## src/rtl/fifo_pkg.sv

```systemverilog
// fifo_pkg: shared definitions for the single-clock byte FIFO family.
//   DEF_IN_WIDTH / DEF_RATIO / DEF_TIMEOUT : default widths and idle timeout
//   clog2()                                : ceiling log2, clog2(1) == 0
//   lane_cnt_t                             : lane count (0..RATIO) at defaults
package fifo_pkg;

    localparam int unsigned DEF_IN_WIDTH = 8;
    localparam int unsigned DEF_RATIO    = 4;
    localparam int unsigned DEF_TIMEOUT  = 16;

    function automatic int unsigned clog2(input int unsigned value);
        int unsigned r;
        r = 0;
        while ((64'd1 << r) < 64'(value)) begin
            r++;
        end
        return r;
    endfunction

    localparam int unsigned DEF_CNT_W = clog2(DEF_RATIO) + 1;

    typedef logic [DEF_CNT_W-1:0] lane_cnt_t;

endpackage

```

## src/rtl/fifo_word_packer.sv

```systemverilog
// fifo_word_packer: pops narrow entries from a valid/ready FIFO read port and
// packs them little-endian into wide words on a valid/ready output stream.
// Partial words close on flush or after TIMEOUT idle cycles (0 = no timeout).
//   clk, rst    : clock, synchronous active-high reset
//   fifo_ready  : FIFO head valid;  fifo_data : FIFO head entry
//   fifo_valid  : pop request (pop on fifo_valid && fifo_ready)
//   out_valid / out_ready / out_data / out_count : output word stream,
//                 lane 0 = first entry popped, unused upper lanes read 0
//   flush       : close the current partial word
module fifo_word_packer
    import fifo_pkg::*;
#(
    parameter  int unsigned IN_WIDTH  = DEF_IN_WIDTH,
    parameter  int unsigned RATIO     = DEF_RATIO,
    parameter  int unsigned TIMEOUT   = DEF_TIMEOUT,
    localparam int unsigned OUT_WIDTH = IN_WIDTH * RATIO,
    localparam int unsigned CNT_W     = clog2(RATIO) + 1
) (
    input  logic                 clk,
    input  logic                 rst,
    input  logic                 fifo_ready,
    input  logic [IN_WIDTH-1:0]  fifo_data,
    output logic                 fifo_valid,
    output logic                 out_valid,
    input  logic                 out_ready,
    output logic [OUT_WIDTH-1:0] out_data,
    output logic [CNT_W-1:0]     out_count,
    input  logic                 flush
);

    localparam int unsigned IDLE_W = (TIMEOUT > 1) ? clog2(TIMEOUT) : 1;
    localparam logic [CNT_W-1:0] CNT_FULL = CNT_W'(RATIO);
    localparam logic [CNT_W-1:0] CNT_LAST = CNT_W'(RATIO - 1);
    // Idle counter saturates at the hit value so a timeout that meets a
    // stalled output register stays pending until the transfer happens.
    localparam logic [IDLE_W-1:0] IDLE_SAT = (TIMEOUT == 0) ? '0 : IDLE_W'(TIMEOUT - 1);

    logic [RATIO-1:0][IN_WIDTH-1:0] lanes_q, lanes_d;
    logic [CNT_W-1:0]               acc_cnt_q, acc_cnt_d;
    logic [IDLE_W-1:0]              idle_q, idle_d;
    logic                           flush_pend_q, flush_pend_d;
    logic                           out_valid_q, out_valid_d;
    logic [OUT_WIDTH-1:0]           out_data_q, out_data_d;
    logic [CNT_W-1:0]               out_count_q, out_count_d;

    logic pop, free, close, timeout_hit;
    logic xfer_a, xfer_b, xfer_c, xfer;
    logic [RATIO-1:0][IN_WIDTH-1:0] word;
    logic [CNT_W-1:0]               word_cnt;
    logic [CNT_W-1:0]               wr_idx;

    assign fifo_valid  = !rst && (acc_cnt_q != CNT_FULL);
    assign pop         = fifo_valid && fifo_ready;
    assign free        = !out_valid_q || out_ready;
    assign timeout_hit = (TIMEOUT != 0) && (idle_q == IDLE_SAT) && (acc_cnt_q != '0);
    assign close       = flush_pend_q || flush || timeout_hit;

    assign xfer_a = free && pop && (acc_cnt_q == CNT_LAST);
    assign xfer_b = free && (acc_cnt_q == CNT_FULL);
    assign xfer_c = free && close && !xfer_a && (acc_cnt_q != '0) && (acc_cnt_q != CNT_FULL);
    assign xfer   = xfer_a || xfer_b || xfer_c;

    // A pop that coincides with a close starts the next word in lane 0.
    assign wr_idx = xfer_c ? '0 : acc_cnt_q;

    // Accumulator and idle/flush control.
    always_comb begin
        lanes_d      = lanes_q;
        acc_cnt_d    = acc_cnt_q;
        idle_d       = idle_q;
        flush_pend_d = flush_pend_q;
        word         = '0;
        word_cnt     = xfer_a ? CNT_FULL : acc_cnt_q;

        // Lanes at or above acc_cnt are stale; mask them out of the word.
        for (int unsigned i = 0; i < RATIO; i++) begin
            if (CNT_W'(i) < acc_cnt_q) begin
                word[i] = lanes_q[i];
            end
        end
        if (xfer_a) begin
            word[RATIO-1] = fifo_data;
        end

        for (int unsigned i = 0; i < RATIO; i++) begin
            if (pop && (CNT_W'(i) == wr_idx)) begin
                lanes_d[i] = fifo_data;
            end
        end

        if (xfer) begin
            acc_cnt_d = (xfer_c && pop) ? CNT_W'(1) : '0;
        end else if (pop) begin
            acc_cnt_d = acc_cnt_q + CNT_W'(1);
        end

        if (pop || xfer || (acc_cnt_q == '0)) begin
            idle_d = '0;
        end else if (idle_q != IDLE_SAT) begin
            idle_d = idle_q + IDLE_W'(1);
        end

        // A flush that cannot close a word this cycle is held, including one
        // arriving with an empty accumulator but a pop that starts a word.
        if (xfer) begin
            flush_pend_d = 1'b0;
        end else if (flush && ((acc_cnt_q != '0) || pop)) begin
            flush_pend_d = 1'b1;
        end
    end

    // Output register.
    always_comb begin
        out_valid_d = out_valid_q && !out_ready;
        out_data_d  = out_data_q;
        out_count_d = out_count_q;
        if (xfer) begin
            out_valid_d = 1'b1;
            out_data_d  = word;
            out_count_d = word_cnt;
        end
    end

    always_ff @(posedge clk) begin
        if (rst) begin
            lanes_q      <= '0;
            acc_cnt_q    <= '0;
            idle_q       <= '0;
            flush_pend_q <= 1'b0;
            out_valid_q  <= 1'b0;
            out_data_q   <= '0;
            out_count_q  <= '0;
        end else begin
            lanes_q      <= lanes_d;
            acc_cnt_q    <= acc_cnt_d;
            idle_q       <= idle_d;
            flush_pend_q <= flush_pend_d;
            out_valid_q  <= out_valid_d;
            out_data_q   <= out_data_d;
            out_count_q  <= out_count_d;
        end
    end

    assign out_valid = out_valid_q;
    assign out_data  = out_data_q;
    assign out_count = out_count_q;

endmodule

```

## config.mk

```make
export PLATFORM = sky130hd
export DESIGN_NAME = fifo_word_packer
export DESIGN_NICKNAME = d
export VERILOG_FILES = /design/src/rtl/fifo_pkg.sv /design/src/rtl/fifo_word_packer.sv
export SDC_FILE = /design/constraint.sdc
export NUM_CORES = 1
export LEC_CHECK = 0
export CAP_MARGIN = 20
export CORE_ASPECT_RATIO = 0.6
export CORE_UTILIZATION = 45
export CTS_BUF_LIST = sky130_fd_sc_hd__clkbuf_2
export CTS_CLUSTER_SIZE = 24
export DETAILED_ROUTE_END_ITERATION = 8
export GPL_TIMING_DRIVEN = 0
export PLACE_DENSITY = 0.68
export SLEW_MARGIN = 20
export SYNTH_ARGS = -nofsm -noshare
export SYNTH_HDL_FRONTEND = slang
export SYNTH_SLANG_ARGS = --single-unit
```

## constraint.sdc

```tcl
create_clock -name clk -period 3.7 [get_ports clk]
set_input_delay 0.37 -clock clk [delete_from_list [all_inputs] [get_ports clk]]
set_output_delay 0.37 -clock clk [all_outputs]
set_load 0.03 [all_outputs]
```

# --- After elaboration in Yosys (flattened, before gate mapping) ---
# Index checks and enable logic that the tools add are counted.
totals:
  elab_cells: 70
  in_bits: 13
  output_inout_bits: 37
  reg_bits: 76
classes:
  reduce_logical: 35
  n_lt_le_gt_ge: 4
  eq_ne: 8
  add_sub_neg: 2
  n_mux: 11
op_table:
  columns: ["op", "n"]
  rows:
  - ["2-to-1 mux 8 bit", 5]
  - ["logical AND 1 bit", 17]
  - ["2-to-1 mux 3 bit", 4]
  - ["logical OR 1 bit", 8]
  - ["== test 2 x 3 -> 1 bit (first input constant)", 2]
  - ["logical NOT 3 bit", 2]
  - ["less-than comparator 1 x 3 -> 1 bit (first input constant)", 2]
  - ["less-than comparator 2 x 3 -> 1 bit (first input constant)", 2]
  - ["adder 4 x 1 -> 4 bit (second input constant)", 1]
  - ["== test 4 bit (second input constant)", 1]
  - ["logical NOT 1 bit", 4]
  - ["inequality test 4 bit (second input constant)", 1]
  - ["OR reduction 2 bit", 2]
  - ["adder 3 x 1 -> 3 bit (second input constant)", 1]
  - ["== test 1 x 3 -> 1 bit (first input constant)", 1]
  - ["== test 3 x 2 -> 1 bit (second input constant)", 1]
  - ["== test 3 bit (second input constant)", 1]
  - ["inequality test 3 bit (second input constant)", 1]
  - ["nonzero test 3 bit", 1]
  - ["2-to-1 mux 1 bit", 2]
  - ["nonzero test 2 bit", 1]

# --- Depth between registers and ports, before layout ---
# Gate-level depths: netlist of run 1.
depth:
  depth_word: 13
  mapped_depth: 7
  mapped_depth_nobuf: 6

# --- Worst setup path before layout of run 1 ---
# OpenSTA, ideal clock, no wires.
synth_path:
  kind: "reg2reg"
  startpoint: "register acc_cnt_q[0]"
  endpoint: "register lanes_q[10] in the netlist's numbering"
  path_stages_with_launch: 8
  required_ns: 3.573
  arrival_ns: 2.166
  slack_ns: 1.407
  path_buffers: 1
  setup_ns: 0.127
  path_cell_list: "dfxtp_1 inv_1 ha_1 a21oi_2 and2_1 clkbuf_1 nand4_2 mux2i_1"
synth_via:
  elab_chain_cells: 12
  elab_cells_between_ends: 17
  cone_classes: "eq/ne: 3; mux: 1; reduce/logical: 13"
synth_lines:
  columns: ["item", "line", "text"]
  rows:
  - ["start, declared", "fifo_word_packer.sv:39", "logic [CNT_W-1:0] acc_cnt_q, acc_cnt_d;"]
  - ["start signal, assigned", "fifo_word_packer.sv:135", "acc_cnt_q <= acc_cnt_d;"]
  - ["inequality test 3 bit *", "fifo_word_packer.sv:52", "assign fifo_valid = !rst && (acc_cnt_q != CNT_FULL);"]
  - ["logical AND 1 bit *", "fifo_word_packer.sv:52", null]
  - ["via fifo_valid", "fifo_word_packer.sv:23", "output logic fifo_valid,"]
  - ["logical AND 1 bit *", "fifo_word_packer.sv:53", "assign pop = fifo_valid && fifo_ready;"]
  - ["logical AND 1 bit (2 in a row)", "fifo_word_packer.sv:58", "assign xfer_a = free && pop && (acc_cnt_q == CNT_LAST);"]
  - ["logical NOT 1 bit", "fifo_word_packer.sv:60", "assign xfer_c = free && close && !xfer_a && (acc_cnt_q != '0) && (acc_cnt_q != CNT_FULL);"]
  - ["logical AND 1 bit (3 in a row)", "fifo_word_packer.sv:60", null]
  - ["2-to-1 mux 3 bit", "fifo_word_packer.sv:64", "assign wr_idx = xfer_c ? '0 : acc_cnt_q;"]
  - ["== test 1 x 3 -> 1 bit", "fifo_word_packer.sv:86", "if (pop && (CNT_W'(i) == wr_idx)) begin"]
  - ["logical AND 1 bit *", "fifo_word_packer.sv:86", null]
  - ["end signal, assigned", "fifo_word_packer.sv:134", "lanes_q <= lanes_d;"]
  - ["end, declared", "fifo_word_packer.sv:38", "logic [RATIO-1:0][IN_WIDTH-1:0] lanes_q, lanes_d;"]
# Mark *: on every way through the listed nets, which the timed path passes. The rest lies on a longest branch.
# A chain may end at the register's enable or synchronous reset.

# --- Worst setup path in the final report of run 1 ---
layout_path:
  startpoint: "register acc_cnt_q[0]"
  endpoint: "output fifo_valid"
layout_via:
  elab_chain_cells: 2
layout_lines:
  columns: ["item", "line"]
  rows:
  - ["inequality test 3 bit", "fifo_word_packer.sv:52"]
  - ["logical AND 1 bit", "fifo_word_packer.sv:52"]
  - ["end, declared", "fifo_word_packer.sv:23"]
# No other way between the ends.

==> reports/summary.txt, run 1 <==
area grow syn2layout: 21.2%
metal3 WL: 660 microns
synth top area cells: dfxtp_1 46%, mux2i_1 7.6%, a21oi_1 5.9%, o211ai_1 5.7%, nand2b_1 4.9%
P_leak: 1.53 nW
Worst EP required: 3.33 ns
initial antenna violation count: 0
DR pass1 iterations: 4
Detail Route Antenna Nets: 0
highest metal used: met4
RSZ-0062 raised after global routing: false
final non-filler cell total: 503
Sw Ratio: 0.303
Hold Crit Start: fifo_data[1]
pre-CTS WS: 1.21 ns
endpoints failing hold: 0
vias in the first global route: 2637
Combinational Power Share: 0.198
sw power: 0.499 mW
IO Pins: 50
ANT cells: 0
R2R depth: 7
total setup buffers inserted after CTS: 0
Final Slew Violations: 0
Slowest cell on crit path: clkdlybuf4s50_1
Clk network pwr share: 0.261
RR Endpoint: lanes_q[15]
DP HPWL: 6200 microns
Die Y-Extent: 68.2 microns
Yosys top cell area share: 0.463
worst setup path class: flop to primary output
most common cell in the netlist: dfxtp_1
Clock Latency Late Sink: 0.54 ns
Worst Hold Class: input port to flop
number of placed instances with taps included: 488
Peak Freq: 338 MHz
hold path depth: 3
Critical Path, Cell by Cell: inv_1 > ha_1 > a21oi_2 > clkdlybuf4s50_1
synth cell count leaders: 76 x dfxtp_1, 39 x a21oi_1, 31 x nand3_1
delay-heaviest family, CP: buffers and inverters
Die W: 112 microns
max_cap viols: 0
Worst-path clk slew: 0.19 ns
outcome: complete, no violations
share of cells above drive strength 1: 0.0938
routed wl met2: 3650 microns
initial DRC count: 248
routed len/inst: 17.1 microns
Synth warnings: 0
Yosys top cell by area: dfxtp_1
number of setup violations in the final report: 0
vias: 2811
post-synthesis sequential area ratio: 0.463
vias per inst: 5.59
first-pass GRT wire length: 13900 microns
P_int: 1.15 mW
max_slew headroom: 0.592
final period utilization: 0.800
Inserted Clock Buffers: 9
register bit count reported by yosys: 76
GRT overflow: 0
r2r setup slk: 1.20 ns
Port Buffers: 49
Routed WL: 8590 microns
Placer Congestion: 0.827
H-tree lvl count: 3
worst reg2reg startpoint: acc_cnt_q[0]
Final min period: 2.96 ns
setup skew after layout: 0.0257 ns
Crit Path Max Fanout: 8
hold path endpoint: lanes_q[25]
Synth cell types: 42
peak supply drop: 0.000224 V
final worst slack: 0.739 ns
Pwr Density: 413 nW/um^2
Layout Nets: 428
die area: 7660 sq um
Crit path buffers/inverters: 2
M1 WL: 4230 microns
worst-margin pin slew: 0.612 ns
mapped cell area: 3290 sq um
Worst setup EP type: primary output
CTS resizes: 0
ys flop type: dfxtp_1
gr usage total: 0.246
post-route setup TNS: 0 ns
initial core utilization: 0.478
CTS tree: built
async set-reset flop share out of synthesis: 0
# rows: 23
Synth Instances: 352
clk buf depth: 2
CP peak stage delay: 0.73 ns
CTS sink cnt: 76
largest net degree at the start of global routing: 12
Reg power frac: 0.540
Net Count, Synth: 368
Worst Setup Start Kind: flop
Core Area: 6880 sq um
drc violations: 0
Root Driver: clkbuf_2
Synth Area per Inst: 9.34 sq um
WP data arrival: 2.59 ns
Hold-fix buffers, CTS: 0
Post-synth EDFFs: 0
==> routing by layer <==
metal	vias up	global-route usage
li1	1380	-
met1	1335	0.337
met2	91	0.368
met3	5	0.0717
met4	0	0.0917
met5	-	0
==> power by group through the flow <==
| stage | combinational [mW] | sequential (mW) | clock, mW |
|---|---|---|---|
| after floorplan | 0.176 | 0.941 | 0 |
| after global placement | 0.318 | 0.905 | 0 |
| after detailed placement | 0.325 | 0.906 | 0 |
| after CTS | 0.326 | 0.890 | 0.448 |
| after global routing | 0.349 | 0.895 | 0.485 |
| final | 0.327 | 0.890 | 0.431 |
==> flip-flops by register name, summed over array words and instances, names as in the netlist <==
register      count
out_count         3
flush_pend_q      1
out_data         32
out_valid         1
lanes_q          32
idle_q            4
acc_cnt_q         3
==> area by class of cell <==
type	count	area, sq um
clock buffer	12	60.1
inverter	12	45.0
sequential	76	1520
tap	87	109
fill	642	2890
buffer	29	155
timing repair buffer	49	490
multi-input combinational	235	1570
clock inverter	3	38.8
==> metrics by stage <==
step | instance area, sq um | hold slack, ns | util | total power [mW]
after floorplan | 3290 | 0.437 | - | 1.12
after global placement | 3890 | 0.442 | 0.565 | 1.22
after detailed placement | 3890 | 0.451 | 0.565 | 1.23
after CTS | 3990 | 0.369 | 0.580 | 1.66
after global routing | 3990 | 0.368 | 0.580 | 1.73
final | 3990 | 0.426 | 0.580 | 1.65
==> worst max path at each step <==
stage            startpoint      endpoint  slack [ns]  depth (start not counted)
6_report       acc_cnt_q[0]    fifo_valid        0.74                          4
5_1_grt        acc_cnt_q[0]    fifo_valid        0.59                          4
4_1_cts        acc_cnt_q[0]    fifo_valid        0.71                          4
3_5_place_dp            rst     out_valid        1.21                          5
3_3_place_gp            rst  out_data[28]        1.23                          5
2_1_floorplan  acc_cnt_q[0]   lanes_q[10]        1.41                          7
==> tightest hold or removal path, cell delays in order <==
cell and delay [ns]:
clkdlybuf4s50_1 0.44, nand2_1 0.07, a21oi_1 0.06
==> cells by family after synthesis <==
| logic type | after synthesis | synth area share |
|---|---|---|
| AND/OR/NAND/NOR | 111 | 0.187 |
| flip-flops | 76 | 0.463 |
| multiplexers | 25 | 0.0761 |
| adder cells (fa/ha/maj) | 3 | 0.0114 |
| buffers and inverters | 41 | 0.0609 |
| XOR/XNOR | 2 | 0.00533 |
| AO/OA/AOI/OAI | 94 | 0.197 |
==> placed cells by master, fill, tap and decap left out, drive strengths merged, types with 2 or more instances in the layout <==
master and count:
a211oi 10, a22oi 8, nand2b 26, dfxtp 76, buf 13, ha 3
a31oi 3, inv 12, mux2i 25, a21oi 40, nand2 21, nand4 2
or3 2, clkinv 2, o211ai 25, nor2b 3, nor2 8, clkdlybuf4s50 49
clkbuf 28, nand3 31, nor3 14
Power figures use the tool's default switching activity.
==> run 2: changes to the inputs <==
Clock period 3.7 ns to 3.04 ns, I/O delays scaled along.
==> reports/summary.txt, run 2 (synthesis results as in run 1) <==
outcome: complete, no violations
Clock Latency Late Sink: 0.55 ns (about the same)
Worst EP required: 2.74 ns (-0.59 ns)
r2r setup slk: 0.62 ns (-0.58 ns)
WP data arrival: 2.51 ns (-0.08 ns)
vias in the first global route: 2637 (unchanged)
initial DRC count: 206 (-17%)
Worst setup EP type: primary output
Layout Nets: 428 (unchanged)
Worst-path clk slew: 0.19 ns (about the same)
GRT overflow: 0 (unchanged)
Routed WL: 8680 microns (+1.0%)
number of setup violations in the final report: 0 (unchanged)
metal3 WL: 655 microns (-0.76%)
CTS tree: built
share of cells above drive strength 1: 0.0962 (+0.00240)
Core Area: 6880 sq um (unchanged)
endpoints failing hold: 0 (unchanged)
pre-CTS WS: 0.585 ns (-0.627 ns)
Total Power: 2.01 mW (+22%)
hold path depth: 3 (unchanged)
max_slew headroom: 0.602 (+0.00947)
worst reg2reg startpoint: acc_cnt_q[1]
most frequent cells in the layout: 75 x dfxtp_1, 49 x clkdlybuf4s50_1, 39 x a21oi_1, 31 x nand3_1, 26 x nand2b_1
area grow syn2layout: 21.3% (about the same)
drc violations: 0 (unchanged)
Final min period: 2.82 ns
Root Driver: clkbuf_2
worst setup path class: flop to primary output
final worst slack: 0.224 ns (-0.515 ns)
Detail Route Antenna Nets: 0 (unchanged)
CP endpoint: fifo_valid
initial core utilization: 0.478 (unchanged)
Placer Congestion: 0.827 (unchanged)
final period utilization: 0.926
CTS sink cnt: 76 (unchanged)
IO Pins: 50 (unchanged)
post-route setup TNS: 0 ns (unchanged)
RR Endpoint: lanes_q[12]
H-tree lvl count: 3 (unchanged)
number of placed instances with taps included: 488 (unchanged)
gr usage total: 0.246 (unchanged)
worst-margin pin slew: 0.596 ns (-0.0161 ns)
crit path from: acc_cnt_q[1]
first-pass GRT wire length: 13900 microns (unchanged)
M1 WL: 4290 microns (+1.4%)
initial antenna violation count: 0 (unchanged)
DR pass1 iterations: 5 (+1)
max_cap viols: 0 (unchanged)
routed len/inst: 17.2 microns (+1.0%)
Worst Hold Class: input port to flop
ANT cells: 0 (unchanged)
vias per inst: 5.68 (+1.6%)
Inserted Clock Buffers: 9 (unchanged)
peak supply drop: 0.000273 V (+22%)
fill count: 642 (unchanged)
Final Slew Violations: 0 (unchanged)
clk buf depth: 2 (unchanged)
setup skew after layout: 0.0244 ns (-0.00122 ns)
Crit Path Max Fanout: 9 (+1)
Worst Setup Start Kind: flop
Peak Freq: 355 MHz
R2R depth: 7 (unchanged)
routed wl met2: 3580 microns (-1.9%)
largest net degree at the start of global routing: 12 (unchanged)
Port Buffers: 49 (unchanged)
# rows: 23 (unchanged)
P_leak: 1.53 nW (about the same)
Pwr Density: 505 nW/um^2 (+22%)
Hold-fix buffers, CTS: 0 (unchanged)
vias: 2855 (+1.6%)
final non-filler cell total: 503 (unchanged)
Die Y-Extent: 68.2 microns (unchanged)
most common cell after layout, fill and taps aside: dfxtp_1
Die W: 112 microns (unchanged)
DP HPWL: 6200 microns (unchanged)
die area: 7660 sq um (unchanged)
highest metal used: met4
RSZ-0062 raised after global routing: false
## run 2: cell types whose count changed in the layout (fill, tap and decap cells not counted)
cell,change
dfxtp_1,-1
dfxtp_2,+1
## run 2: metrics by stage
step | hold WS, ns | utilization | cell area, sq um
after CTS | 0.303 | 0.580 | 3990
final | 0.357 | 0.580 | 3990
after floorplan | 0.437 | - | 3290
after global placement | 0.442 | 0.565 | 3890
after detailed placement | 0.451 | 0.565 | 3890
after global routing | 0.302 | 0.580 | 3990
## run 2: repair_timing
| action | CTS | global route |
|---|---|---|
| setup buffers | 0 | 0 |
| setup endpoints to repair | 0 | 1 |
| gates resized for setup | 0 | 1 |
## run 2: worst min path at each step
stage / from / endpoint / slack [ns]
after floorplan: lanes_q[31] / lanes_q[31] / 0.44
after global placement: lanes_q[31] / lanes_q[31] / 0.44
after detailed placement: lanes_q[27] / lanes_q[27] / 0.45
after CTS: fifo_data[4] / lanes_q[28] / 0.30
after global routing: fifo_data[1] / lanes_q[25] / 0.30
final: fifo_data[1] / lanes_q[25] / 0.36
## run 2: layout make-up
class	count	area, sq um	share of cell area
clock buffers	12	60.1	0.0151
clock inverters	3	38.8	0.00973
well taps	87	109	0.0273
inverters	12	45.0	0.0113
repair buffers	49	490	0.123
multi-input cells	235	1570	0.393
plain buffers	29	155	0.0389
flip-flops and latches	76	1520	0.382
## run 2: worst max-delay path: stages (launching register included)
cell and delay [ns]:
dfxtp_1 0.60, inv_1 0.11, ha_1 0.25, a21oi_2 0.28
clkdlybuf4s50_1 0.73
## run 2: power breakdown
| part | internal, mW | switching (mW) | total, mW | leakage [nW] |
|---|---|---|---|---|
| clock | 0.192 | 0.336 | 0.529 | 0.0695 |
| combinational | 0.157 | 0.243 | 0.400 | 0.841 |
| sequential | 1.05 | 0.0358 | 1.08 | 0.617 |
| total | 1.40 | 0.615 | 2.01 | 1.53 |
## run 2: layer usage
metal  track usage  vias up
met5             0        -
met4        0.0917        0
met3        0.0717       17
met2         0.368      107
met1         0.337     1352
li1              -     1379
==> run 3: changes to the inputs <==
--- a/config.mk
+++ b/config.mk
@@ -11,3 +11,3 @@
 export CTS_BUF_LIST = sky130_fd_sc_hd__clkbuf_2
-export CTS_CLUSTER_SIZE = 24
+export CTS_CLUSTER_SIZE = 14
 export DETAILED_ROUTE_END_ITERATION = 8
--- a/constraint.sdc
+++ b/constraint.sdc
@@ -3,2 +3,2 @@
 set_output_delay 0.304 -clock clk [all_outputs]
-set_load 0.03 [all_outputs]
+set_load 0.05 [all_outputs]
==> reports/summary.txt, run 3 (synthesis results as in run 1) <==
Worst EP required: 2.74 ns (about the same)
initial antenna violation count: 0 (unchanged)
ANT cells: 0 (unchanged)
final period utilization: 0.899 (-0.0271)
final worst slack: 0.306 ns (+0.0824 ns)
max_cap viols: 0 (unchanged)
post-route setup TNS: 0 ns (unchanged)
drc violations: 0 (unchanged)
largest net degree at the start of global routing: 12 (unchanged)
Core Area: 6880 sq um (unchanged)
Root Driver: clkbuf_2
area grow syn2layout: 21.2% (about the same)
Slowest cell on crit path: dfxtp_1
number of setup violations in the final report: 0 (unchanged)
most frequent cells in the layout: 76 x dfxtp_1, 48 x clkdlybuf4s50_1, 39 x a21oi_1, 31 x nand3_1, 26 x nand2b_1
Crit path buffers/inverters: 2 (unchanged)
CTS resizes: 1 (+1)
Register Area: 1520 sq um (about the same)
endpoints failing hold: 0 (unchanged)
most common cell after layout, fill and taps aside: dfxtp_1
Die W: 112 microns (unchanged)
delay-heaviest family, CP: buffers and inverters
Worst Setup Start Kind: flop
Worst Hold Class: input port to flop
vias: 2811 (-1.5%)
Hold-fix buffers, CTS: 0 (unchanged)
DR pass1 iterations: 4 (-1)
Pwr Density: 512 nW/um^2 (+1.5%)
gr usage total: 0.246 (unchanged)
vias in the first global route: 2637 (unchanged)
Port Buffers: 49 (unchanged)
Die Y-Extent: 68.2 microns (unchanged)
GRT overflow: 0 (unchanged)
total setup buffers inserted after CTS: 0 (unchanged)
die area: 7660 sq um (unchanged)
Layout Nets: 428 (unchanged)
IO Pins: 50 (unchanged)
worst-margin pin slew: 0.612 ns (+0.0161 ns)
share of cells above drive strength 1: 0.0938 (-0.00240)
# rows: 23 (unchanged)
metal3 WL: 660 microns (+0.76%)
Final min period: 2.73 ns (-0.0825 ns)
Inserted Clock Buffers: 9 (unchanged)
initial core utilization: 0.478 (unchanged)
CTS sink cnt: 76 (unchanged)
WP data arrival: 2.43 ns (-0.08 ns)
highest metal used: met4
outcome: complete, no violations
P_leak: 1.53 nW (about the same)
pre-CTS WS: 0.585 ns (unchanged)
DP HPWL: 6200 microns (unchanged)
vias per inst: 5.59 (-1.5%)
routed wl met2: 3650 microns (+2.0%)
routed len/inst: 17.1 microns (-0.97%)
Placer Congestion: 0.827 (unchanged)
peak supply drop: 0.000276 V (+1.1%)
CP peak stage delay: 0.58 ns (-0.15 ns)
Final Slew Violations: 0 (unchanged)
setup skew after layout: 0.0257 ns (+0.00122 ns)
Crit Path Max Fanout: 8 (-1)
CTS tree: built
worst setup path class: flop to primary output
Peak Freq: 366 MHz (+3.0%)
fill count: 643 (+0.16%)
clk buf depth: 2 (unchanged)
Multi-input gate area: 1570 sq um (unchanged)
initial DRC count: 248 (+20%)
max_slew headroom: 0.592 (-0.00947)
first-pass GRT wire length: 13900 microns (unchanged)
Clock Latency Late Sink: 0.54 ns (about the same)
RSZ-0062 raised after global routing: false
H-tree lvl count: 3 (unchanged)
Detail Route Antenna Nets: 0 (unchanged)
Worst setup EP type: primary output
Worst-path clk slew: 0.19 ns (about the same)
M1 WL: 4230 microns (-1.4%)
Routed WL: 8590 microns (-0.97%)
Critical Path, Cell by Cell: inv_1 > ha_1 > a21oi_2 > dlygate4sd2_1
run 3: changes by cell type in the layout (fill, tap and decap cells not counted):
cell             change
dfxtp_1              +1
dlygate4sd2_1        +1
dfxtp_2              -1
clkdlybuf4s50_1      -1
run 3: stage by stage:
stage | hold WS [ns] | std cells | utilization | cell area [sq um] | power [mW]
after floorplan | 0.437 | 352 | - | 3290 | 1.40
after global placement | 0.442 | 488 | 0.565 | 3890 | 1.53
after detailed placement | 0.451 | 488 | 0.565 | 3890 | 1.54
after CTS | 0.303 | 503 | 0.579 | 3990 | 2.06
after global routing | 0.302 | 503 | 0.579 | 3990 | 2.14
final | 0.360 | 503 | 0.579 | 3990 | 2.04
run 3: worst reg2reg max path, delay by kind of cell, from the launching register on:
kind	cells	cell delay [ns]
adders and majority gates	1	0.29
DFF	1	0.58
muxes	1	0.27
and+or+nand+nor	2	0.56
buffers and inverters	2	0.46
AOI/OAI and AO/OA	1	0.27
run 3: final timing paths:
| kind | cells past startpoint | startpoint | endpoint | slack, ns |
|---|---|---|---|---|
| setup / recovery | 4 | acc_cnt_q[0] | fifo_valid | 0.31 |
| setup reg to reg | 7 | acc_cnt_q[0] | lanes_q[15] | 0.54 |
| hold / removal | 3 | fifo_data[1] | lanes_q[25] | 0.36 |
| hold reg to reg | 2 | lanes_q[27] | lanes_q[27] | 0.47 |
run 3: cell type report:
type | instances | area share
multi-input cells | 235 | 0.393
flip-flops and latches | 76 | 0.382
repair buffers | 49 | 0.123
plain buffers | 29 | 0.0389
well taps | 87 | 0.0273
clock buffers | 12 | 0.0151
inverters | 12 | 0.0113
clock inverters | 3 | 0.00973
run 3: where the power goes:
group | internal (mW) | switching [mW] | leakage (nW)
Combinational | 0.156 | 0.278 | 0.842
Sequential | 1.05 | 0.0355 | 0.616
Clock | 0.192 | 0.332 | 0.0695
Total | 1.40 | 0.646 | 1.53
run 3: routing by layer:
layer	vias up	global-route usage
li1	1380	-
met1	1335	0.337
met2	91	0.368
met3	5	0.0717
met4	0	0.0917
met5	-	0
